`config.mk`:
```
export PLATFORM = sky130hd
export DESIGN_NAME = bin2bcd_serial
export DESIGN_NICKNAME = d
export VERILOG_FILES = /design/src/rtl/bcd_pkg.sv /design/src/rtl/bcd_add3.sv /design/src/rtl/bin2bcd_serial.sv
export SDC_FILE = /design/constraint.sdc
export NUM_CORES = 1
export LEC_CHECK = 0
export ABC_CLOCK_PERIOD_IN_PS = 1500
export CORE_ASPECT_RATIO = 0.9
export CORE_MARGIN = 2
export CORE_UTILIZATION = 45
export DETAILED_ROUTE_END_ITERATION = 8
export PLACE_DENSITY = 0.7
export SLEW_MARGIN = 20
export SYNTH_ARGS = -nofsm -noshare
export SYNTH_HDL_FRONTEND = slang
export SYNTH_SLANG_ARGS = --single-unit
```
`constraint.sdc`:
```
create_clock -name Clock -period 1.5 [get_ports Clock]
set_clock_uncertainty 0.05 [all_clocks]
set_input_delay 0.3 -clock Clock [delete_from_list [all_inputs] [get_ports Clock]]
set_output_delay 0.3 -clock Clock [all_outputs]
set_load 0.01 [all_outputs]
```
`src/rtl/bcd_pkg.sv`:
```
// Shared types and constants for the serial binary-to-BCD encoder.
// Digit limits and the add-3 threshold are used by the datapath and its checks.
package bcd_pkg;

  localparam int unsigned BCD_W = 4;

  localparam logic [BCD_W-1:0] BCD_MAX     = 4'd9;
  localparam logic [BCD_W-1:0] ADD3_THRESH = 4'd5;

  typedef enum logic [1:0] {
    IDLE  = 2'd0,
    SHIFT = 2'd1,
    DONE  = 2'd2
  } state_t;

endpackage

```
`src/rtl/bcd_add3.sv`:
```
// Single-digit double-dabble correction: digits of 5 or more get +3 before the shift.
// Valid inputs are 0..9, so the 4-bit sum never wraps.
module bcd_add3
  import bcd_pkg::*;
(
  input  logic [BCD_W-1:0] i_digit,
  output logic [BCD_W-1:0] o_digit_c
);

  always_comb begin
    o_digit_c = i_digit;
    if (i_digit >= ADD3_THRESH) begin
      o_digit_c = i_digit + 4'd3;
    end
  end

endmodule

```
`src/rtl/bin2bcd_serial.sv`:
```
// Sequential shift-add-3 binary-to-BCD encoder, one input bit per clock.
// Start/Busy/Done handshake; BCD and Overflow are held between conversions.
module bin2bcd_serial
  import bcd_pkg::*;
#(
  parameter int unsigned WIDTH  = 8,
  parameter int unsigned DIGITS = 3
) (
  input  logic                    Clock,
  input  logic                    Resetn,
  input  logic                    Start,
  input  logic [WIDTH-1:0]        Bin,
  output logic                    Busy,
  output logic                    Done,
  output logic [BCD_W*DIGITS-1:0] BCD,
  output logic                    Overflow
);

  localparam int unsigned BCD_TOT_W = BCD_W * DIGITS;
  localparam int unsigned CNT_W     = (WIDTH > 1) ? $clog2(WIDTH) : 1;

  state_t r_state;
  state_t w_next_state;
  logic   w_load;
  logic   w_shift;

  logic [WIDTH-1:0]     r_bin_sr;
  logic [BCD_TOT_W-1:0] r_bcd_sr;
  logic                 r_ovf;
  logic [CNT_W-1:0]     r_cnt;

  logic                 r_busy;
  logic                 r_done;
  logic [BCD_TOT_W-1:0] r_bcd;
  logic                 r_overflow;

  logic [BCD_TOT_W-1:0] w_bcd_adj;
  logic [BCD_TOT_W-1:0] w_bcd_next;
  logic                 w_ovf_bit;

  // Per-digit add-3 correction ahead of each shift.
  for (genvar g = 0; g < DIGITS; g++) begin : g_add3
    bcd_add3 u_add3 (
      .i_digit   (r_bcd_sr[g*BCD_W +: BCD_W]),
      .o_digit_c (w_bcd_adj[g*BCD_W +: BCD_W])
    );
  end

  // The bit falling off the top digit means the value no longer fits in DIGITS.
  assign {w_ovf_bit, w_bcd_next} = {w_bcd_adj, r_bin_sr[WIDTH-1]};

  always_ff @(posedge Clock or negedge Resetn) begin
    if (!Resetn) begin
      r_state <= IDLE;
    end else begin
      r_state <= w_next_state;
    end
  end

  always_comb begin
    w_next_state = r_state;
    w_load       = 1'b0;
    w_shift      = 1'b0;
    case (r_state)
      IDLE: begin
        if (Start) begin
          w_load       = 1'b1;
          w_next_state = SHIFT;
        end
      end
      SHIFT: begin
        w_shift = 1'b1;
        if (r_cnt == '0) begin
          w_next_state = DONE;
        end
      end
      DONE: begin
        if (Start) begin
          w_load       = 1'b1;
          w_next_state = SHIFT;
        end else begin
          w_next_state = IDLE;
        end
      end
      default: w_next_state = IDLE;
    endcase
  end

  always_ff @(posedge Clock or negedge Resetn) begin
    if (!Resetn) begin
      r_bin_sr <= '0;
      r_bcd_sr <= '0;
      r_ovf    <= 1'b0;
      r_cnt    <= '0;
    end else if (w_load) begin
      r_bin_sr <= Bin;
      r_bcd_sr <= '0;
      r_ovf    <= 1'b0;
      r_cnt    <= CNT_W'(WIDTH - 1);
    end else if (w_shift) begin
      r_bin_sr <= r_bin_sr << 1;
      r_bcd_sr <= w_bcd_next;
      r_ovf    <= r_ovf | w_ovf_bit;
      if (r_cnt != '0) begin
        r_cnt <= r_cnt - CNT_W'(1);
      end
    end
  end

  // Results are published only when leaving DONE, so partial shifts never show.
  always_ff @(posedge Clock or negedge Resetn) begin
    if (!Resetn) begin
      r_busy     <= 1'b0;
      r_done     <= 1'b0;
      r_bcd      <= '0;
      r_overflow <= 1'b0;
    end else begin
      r_busy <= (w_next_state == SHIFT);
      r_done <= (r_state == DONE);
      if (r_state == DONE) begin
        r_bcd      <= r_bcd_sr;
        r_overflow <= r_ovf;
      end
    end
  end

  assign Busy     = r_busy;
  assign Done     = r_done;
  assign BCD      = r_bcd;
  assign Overflow = r_overflow;

endmodule

```
==> flow_metrics.env, run 1 <==
export IMPL_drc=0
export IMPL_clock_sinks=41
export IMPL_ys_warn_count=0
export IMPL_numCtsBuffers=5
export IMPL_setup_viol=3
export IMPL_failed_checks="negative setup slack"
export IMPL_core_um2=4101
export IMPL_intPower_uw=3573
export IMPL_r2r_slack_ps=-60
export IMPL_dpl_cell_count=271
export IMPL_place_congestion=0.8147
export IMPL_hold_path_class="primary input to async pin"
export IMPL_grt_setup_unrepaired="true"
export IMPL_die_area_um2=4828
export IMPL_async_flop_share=1.000
export IMPL_worst_slack_ps=-57.81
export IMPL_arrival_ps=1710
export IMPL_yosysMostFrequentCell="dfrtp_1"
export IMPL_cts_tree="built"
export IMPL_port_buffer_count=25
export IMPL_num_antenna_cells=0
export IMPL_track_usage=0.1776
export IMPL_synth_area_leaders="dfrtp_1 (53%), nand2_1 (7.2%), o21ai_0 (5.4%)"
export IMPL_status="finished, violations left"
export IMPL_wl_met1_um=1689
export IMPL_synth_largest_area_cell="dfrtp_1"
export IMPL_netSwitchingFraction=0.3789
export IMPL_crit_required_ps=1660
export IMPL_met3_length_um=221
export IMPL_pwr_share_seq=0.348
export IMPL_fillerInstances=351
export IMPL_clockPowerShare=0.125
export IMPL_fmax_ghz=0.6419
export IMPL_clk_latency_ps=290
export IMPL_synth_flop_cell="dfrtp_1"
export IMPL_dr_pass1_iters=4
export IMPL_synth_compound_area_share=0.1472
export IMPL_rows=22
export IMPL_die_height_um=66.12
export IMPL_hold_viol_final=0
export IMPL_reg2reg_to="r_bcd_sr[2]"
export IMPL_clk_pin_slew_ps=70
export IMPL_cp_max_fo=4
export IMPL_relSlewSlack=0.6672
export IMPL_synth_simple_gate_area_share=0.1407
export IMPL_area_delta_synth_final_pct=32.10
export IMPL_drive_above_1_share=0.2727
export IMPL_ys_seq_elements=41
export IMPL_grt_max_degree=42
export IMPL_synth_edff_count=0
export IMPL_power_uw=5753
export IMPL_grt_pass1_wl_um=6444
export IMPL_cts_hold_buf=0
export IMPL_end_kind="flop"
export IMPL_finalNonFillerCells=279
export IMPL_routed_wl_um=3630
export IMPL_finish_utilization=0.6214
export IMPL_cts_buffer_depth=2
export IMPL_netlist_instances=185
export IMPL_clockRootBuffer="clkbuf_8"
export IMPL_worst_slew_pin_slew_ps=499.1
export IMPL_grt_pass1_vias=1401
export IMPL_p_leak_uw=0.001225
export IMPL_synthesis_area_um2=1929
export IMPL_wl_per_cell_um=13.01
export IMPL_min_period_ps=1558
export IMPL_power_switching_uw=2180
export IMPL_initial_utilization=0.4704
export IMPL_slew_violations=0
export IMPL_period_share=1.039
export IMPL_antenna_found_initial=0
export IMPL_grt_overflow=0
export IMPL_ys_seq_area_frac=0.5318
export IMPL_final_area_um2=2549
export IMPL_die_width_um=73.02
export IMPL_avgSynthCellArea_um2=10.43
export IMPL_vias=1430
export IMPL_synth_adder_area_share=0.05188
export IMPL_viasPerCell=5.125
export IMPL_dp_hpwl_um=2724
export IMPL_path_class="flop to flop"
export IMPL_fin_nets=250
export IMPL_h_tree_depth=2
export IMPL_cap_violations=0
export IMPL_synth_top_area_frac=0.5318
export IMPL_synth_commonest_cells="dfrtp_1 (41), nand2_1 (37), o21ai_0 (21)"
export IMPL_cellPowerDensity_nw_per_um2=2257
export IMPL_ys_types=31
export IMPL_io_pins=26
export IMPL_ir_drop_mv=1.067
export IMPL_worst_setup_path_start_kind="flop"
export IMPL_synthesis_nets=204
export IMPL_first_iter_violations=59
export IMPL_antenna_left=0
export IMPL_place_area_um2=2456
export IMPL_r2r_start="r_bcd_sr[1]"
export IMPL_synthMuxAreaShare=0.04475
export IMPL_synth_xor_area_share=0.02205
export IMPL_r2r_cells=6
export IMPL_top_layer_used="met4"
export IMPL_synth_top_family_by_area="compound AO/OA/AOI/OAI gates"
export IMPL_combinationalPowerShare=0.527
export IMPL_dr_wl_met2_um=1658
worst max path at each step:
stage | startpoint | endpoint | slack (ps) | cells past startpoint
after CTS | r_bcd_sr[1] | r_bcd_sr[2] | -80 | 6
final | r_bcd_sr[1] | r_bcd_sr[2] | -60 | 6
after detailed placement | Start | r_bcd_sr[7] | -100 | 5
after global routing | r_bcd_sr[5] | r_bcd_sr[6] | -150 | 6
after global placement | Start | r_bcd_sr[11] | -40 | 5
after floorplan | r_bcd_sr[8] | r_bcd_sr[10] | -6 | 5
critical path, cell delays in order (launching register included):
cell and delay [ps]:
dfrtp_1 370, inv_2 70, ha_2 180, nand2b_4 140, a21oi_4 130, mux2_4 320, a221oi_2 210
metrics by stage:
step / hold slack [ps] / setup TNS [ps] / setup slack [ps]
floorplan: -45.59 / -6.415 / -6.415
global placement: 333.0 / -132.2 / -42.60
detailed placement: 347.4 / -659.2 / -102.4
CTS: 27.24 / -167.5 / -77.56
global route: 49.95 / -400.2 / -153.7
finish: 11.04 / -139.2 / -57.81
area by class of cell:
cell class,count,area (um2),share of cell area
inverter,14,52.55,0.02062
tap,48,60.06,0.02356
clock buffer,7,86.33,0.03387
sequential,41,1026,0.4026
multi-input combinational,121,912.1,0.3579
timing repair buffer,48,411.6,0.1615
state kept, by name, indices dropped and copies added, names as in the netlist:
register	cells
r_state	2
r_bcd_sr	12
BCD	12
r_cnt	3
r_bin_sr	8
Overflow	1
Busy	1
r_ovf	1
Done	1
layer usage:
| layer | track usage | vias up |
|---|---|---|
| li1 | - | 711 |
| met1 | 0.2330 | 666 |
| met2 | 0.2759 | 44 |
| met3 | 0.06098 | 9 |
| met4 | 0.05556 | 0 |
| met5 | 0 | - |
power groups by stage:
stage | clock network [uW] | logic [uW] | registers, uW
floorplan | 0 | 2030 | 2060
global placement | 0 | 3020 | 2000
detailed placement | 0 | 3140 | 2030
CTS | 743 | 3050 | 2010
global route | 795 | 3390 | 2090
finish | 719 | 3030 | 2000
what timing repair did:
item	4_1_cts	5_1_grt
resized for setup	17	2
pin swaps	0	1
endpoints found under the setup margin	20	7
setup buffers	1	0
kinds of logic (layout without fill, tap and decap cells):
logic type | count (synthesis) | count (layout)
compound gates | 44 | 44
xor+xnor | 4 | 4
fa+ha+maj | 8 | 8
buf+inv | 23 | 69
flops | 41 | 41
mux | 7 | 7
simple gates | 58 | 58
placed cells by master, fill, tap and decap left out, types with 2 or more instances in the layout:
master	synthesis	layout
ha_1	8	2
xnor2_1	3	3
clkdlybuf4s50_1	0	9
clkbuf_8	0	6
nand2b_1	7	3
a22o_1	2	2
mux2_2	4	3
nand2b_4	0	4
o21ai_0	21	20
dfrtp_1	41	41
nand3_1	3	3
a221oi_2	1	3
a21oi_1	7	6
inv_2	0	6
a22oi_1	6	6
ha_2	0	2
nor3_1	3	3
inv_1	14	8
buf_4	2	22
ha_4	0	4
nor3b_1	3	3
nand2_1	37	37
o211ai_2	2	2
a21oi_4	0	3
mux2_4	2	3
dlygate4sd2_1	0	15
Power figures use the tool's default switching activity.
==> run 2: changes to the inputs <==
- RECOVER_POWER: unset -> 50
- SKIP_CTS_REPAIR_TIMING: unset -> 1
- TNS_END_PERCENT: unset -> 30
==> run 2 against run 1 <==
- the flow still finishes with violations (negative setup slack)
- combinational power rose by 5%
- fmax fell by 2.9%
- non-clock buffer count rose by 6
- critical path depth did not move
- hold slack improved by 420 ps
- utilization rose by 2.1 points
- clock-buffer cell count did not move
- register-to-register slack got worse by 50 ps
- critical path type unchanged
- largest power group unchanged
==> flow_metrics.env, run 2 (synthesized netlist as in run 1, its figures left out) <==
export IMPL_status="finished, violations left"
export IMPL_failed_checks="negative setup slack"
export IMPL_min_period_ps=1605
export IMPL_grt_setup_unrepaired="true"
export IMPL_die_width_um=73.02
export IMPL_cp_cell_sequence="inv_2, ha_2, nand2b_4, a21oi_4, mux2_4, a221oi_2"
export IMPL_dp_hpwl_um=2817
export IMPL_area_delta_synth_final_pct=36.58
export IMPL_cp_max_fo=4
export IMPL_vias=1462
export IMPL_finish_utilization=0.6425
export IMPL_p_leak_uw=0.001343
export IMPL_combinationalPowerShare=0.532
export IMPL_mostFrequentLayoutCells="dfrtp_1 (41), nand2_1 (37), buf_4 (27)"
export IMPL_rows=22
export IMPL_grt_pass1_vias=1546
export IMPL_clockRootBuffer="clkbuf_8"
export IMPL_antenna_left=0
export IMPL_cellPowerDensity_nw_per_um2=2264
export IMPL_fmax_ghz=0.6231
export IMPL_clk_latency_ps=290
export IMPL_netSwitchingFraction=0.3714
export IMPL_crit_required_ps=1660
export IMPL_relSlewSlack=0.6344
export IMPL_grt_max_degree=42
export IMPL_cts_tree="built"
export IMPL_hold_viol_final=0
export IMPL_setup_viol=3
export IMPL_fin_nets=256
export IMPL_port_buffer_count=25
export IMPL_die_area_um2=4828
export IMPL_drc=0
export IMPL_worst_slew_pin_slew_ps=548.4
export IMPL_initial_utilization=0.4704
export IMPL_ir_drop_mv=1.088
export IMPL_worst_setup_path_start_kind="flop"
export IMPL_num_antenna_cells=0
export IMPL_grt_overflow=0
export IMPL_grt_pass1_wl_um=6665
export IMPL_core_um2=4101
export IMPL_drive_above_1_share=0.2941
export IMPL_end_kind="flop"
export IMPL_clk_pin_slew_ps=80
export IMPL_h_tree_depth=2
export IMPL_period_share=1.070
export IMPL_final_common_cell="dfrtp_1"
export IMPL_io_pins=26
export IMPL_cpMaxStageDelayCell="dfrtp_1"
export IMPL_antenna_found_initial=0
export IMPL_final_setup_tns_ps=-239.7
export IMPL_first_iter_violations=45
export IMPL_numCtsBuffers=5
export IMPL_path_class="flop to flop"
export IMPL_worst_slack_ps=-104.9
export IMPL_clockPowerShare=0.132
export IMPL_crit_buf_inv=1
export IMPL_clock_sinks=41
export IMPL_track_usage=0.1805
export IMPL_wl_per_cell_um=13.25
export IMPL_arrival_ps=1760
export IMPL_viasPerCell=5.112
export IMPL_die_height_um=66.12
export IMPL_hold_path_class="flop to flop"
export IMPL_place_congestion=0.7941
export IMPL_pwr_share_seq=0.336
export IMPL_cp_top_family="compound AO/OA/AOI/OAI gates"
export IMPL_cap_violations=0
export IMPL_fillerInstances=322
export IMPL_routed_wl_um=3790
export IMPL_power_switching_uw=2216
export IMPL_cp_slowest_stage_delay_ps=370
export IMPL_dr_pass1_iters=4
export IMPL_cts_buffer_depth=2
export IMPL_intPower_uw=3751
export IMPL_slew_violations=0
run 2: cell count changes in the layout (fill, tap and decap cells not counted), sizes merged:
cell           before  now
clkdlybuf4s25       0    4
clkinv              0    1
dlygate4sd2        15    0
clkbuf              7    8
buf                24   28
dlymetal6s2s        0   11
dlygate4sd3         0    1
run 2: path summary, 6_finish.rpt:
path | slack, ps | end | startpoint | depth (start not counted)
min in group asynchronous | 580 | BCD[6] | Resetn | 3
worst min-delay path | 430 | BCD[1] | BCD[1] | 2
worst max-delay path | -100 | r_bcd_sr[2] | r_bcd_sr[1] | 6
worst min register to register | 430 | BCD[1] | BCD[1] | 2
worst max register to register | -100 | r_bcd_sr[2] | r_bcd_sr[1] | 6
max in group asynchronous | 440 | r_ovf | Resetn | 3
run 2: stage by stage:
| step | setup WS [ps] | total power [uW] | cells | hold slack (ps) | area, um2 |
|---|---|---|---|---|---|
| finish | -104.9 | 5966 | 286 | 429.0 | 2635 |
| global route | -155.6 | 6478 | 286 | 454.9 | 2635 |
| floorplan | -6.415 | 4095 | 185 | -45.59 | 2039 |
| detailed placement | -106.2 | 5230 | 275 | 237.5 | 2486 |
| CTS | -108.8 | 6031 | 283 | -81.25 | 2587 |
| global placement | -48.87 | 5078 | 275 | 235.4 | 2486 |
run 2: worst min-delay path: stages, from the launching register on:
cell and delay, ps:
dfrtp_1 340, nand2_1 50, o21ai_0 60
run 2: routing by layer:
layer	global-route usage	vias to the layer above	part of all wire
met5	0	-	0
li1	-	728	-
met4	0.08102	0	0.019
met3	0.03354	9	0.046
met1	0.2259	683	0.47
met2	0.3018	42	0.46
run 2: cell type report:
type	instances	area (um2)	share of cell area
inverter	14	52.55	0.01994
multi-input combinational	121	902.1	0.3424
tap	48	60.06	0.02279
timing repair buffer	54	493.0	0.1871
clock buffer	7	96.34	0.03656
clock inverter	1	5.005	0.001899
sequential	41	1026	0.3894
run 2: power by group through the flow:
stage                     sequential [uW]  clock (uW)  combinational, uW
after floorplan                      2070           0               2030
after global placement               2000           0               3080
after detailed placement             2040           0               3190
after CTS                            2020         806               3210
after global routing                 2070         855               3550
final                                2010         789               3170
==> run 3: changes to the inputs <==
- CTS_CLUSTER_SIZE: unset -> 16
==> results of run 3 <==
Same layout as run 2: the final DEF is identical, and so are final timing and power.
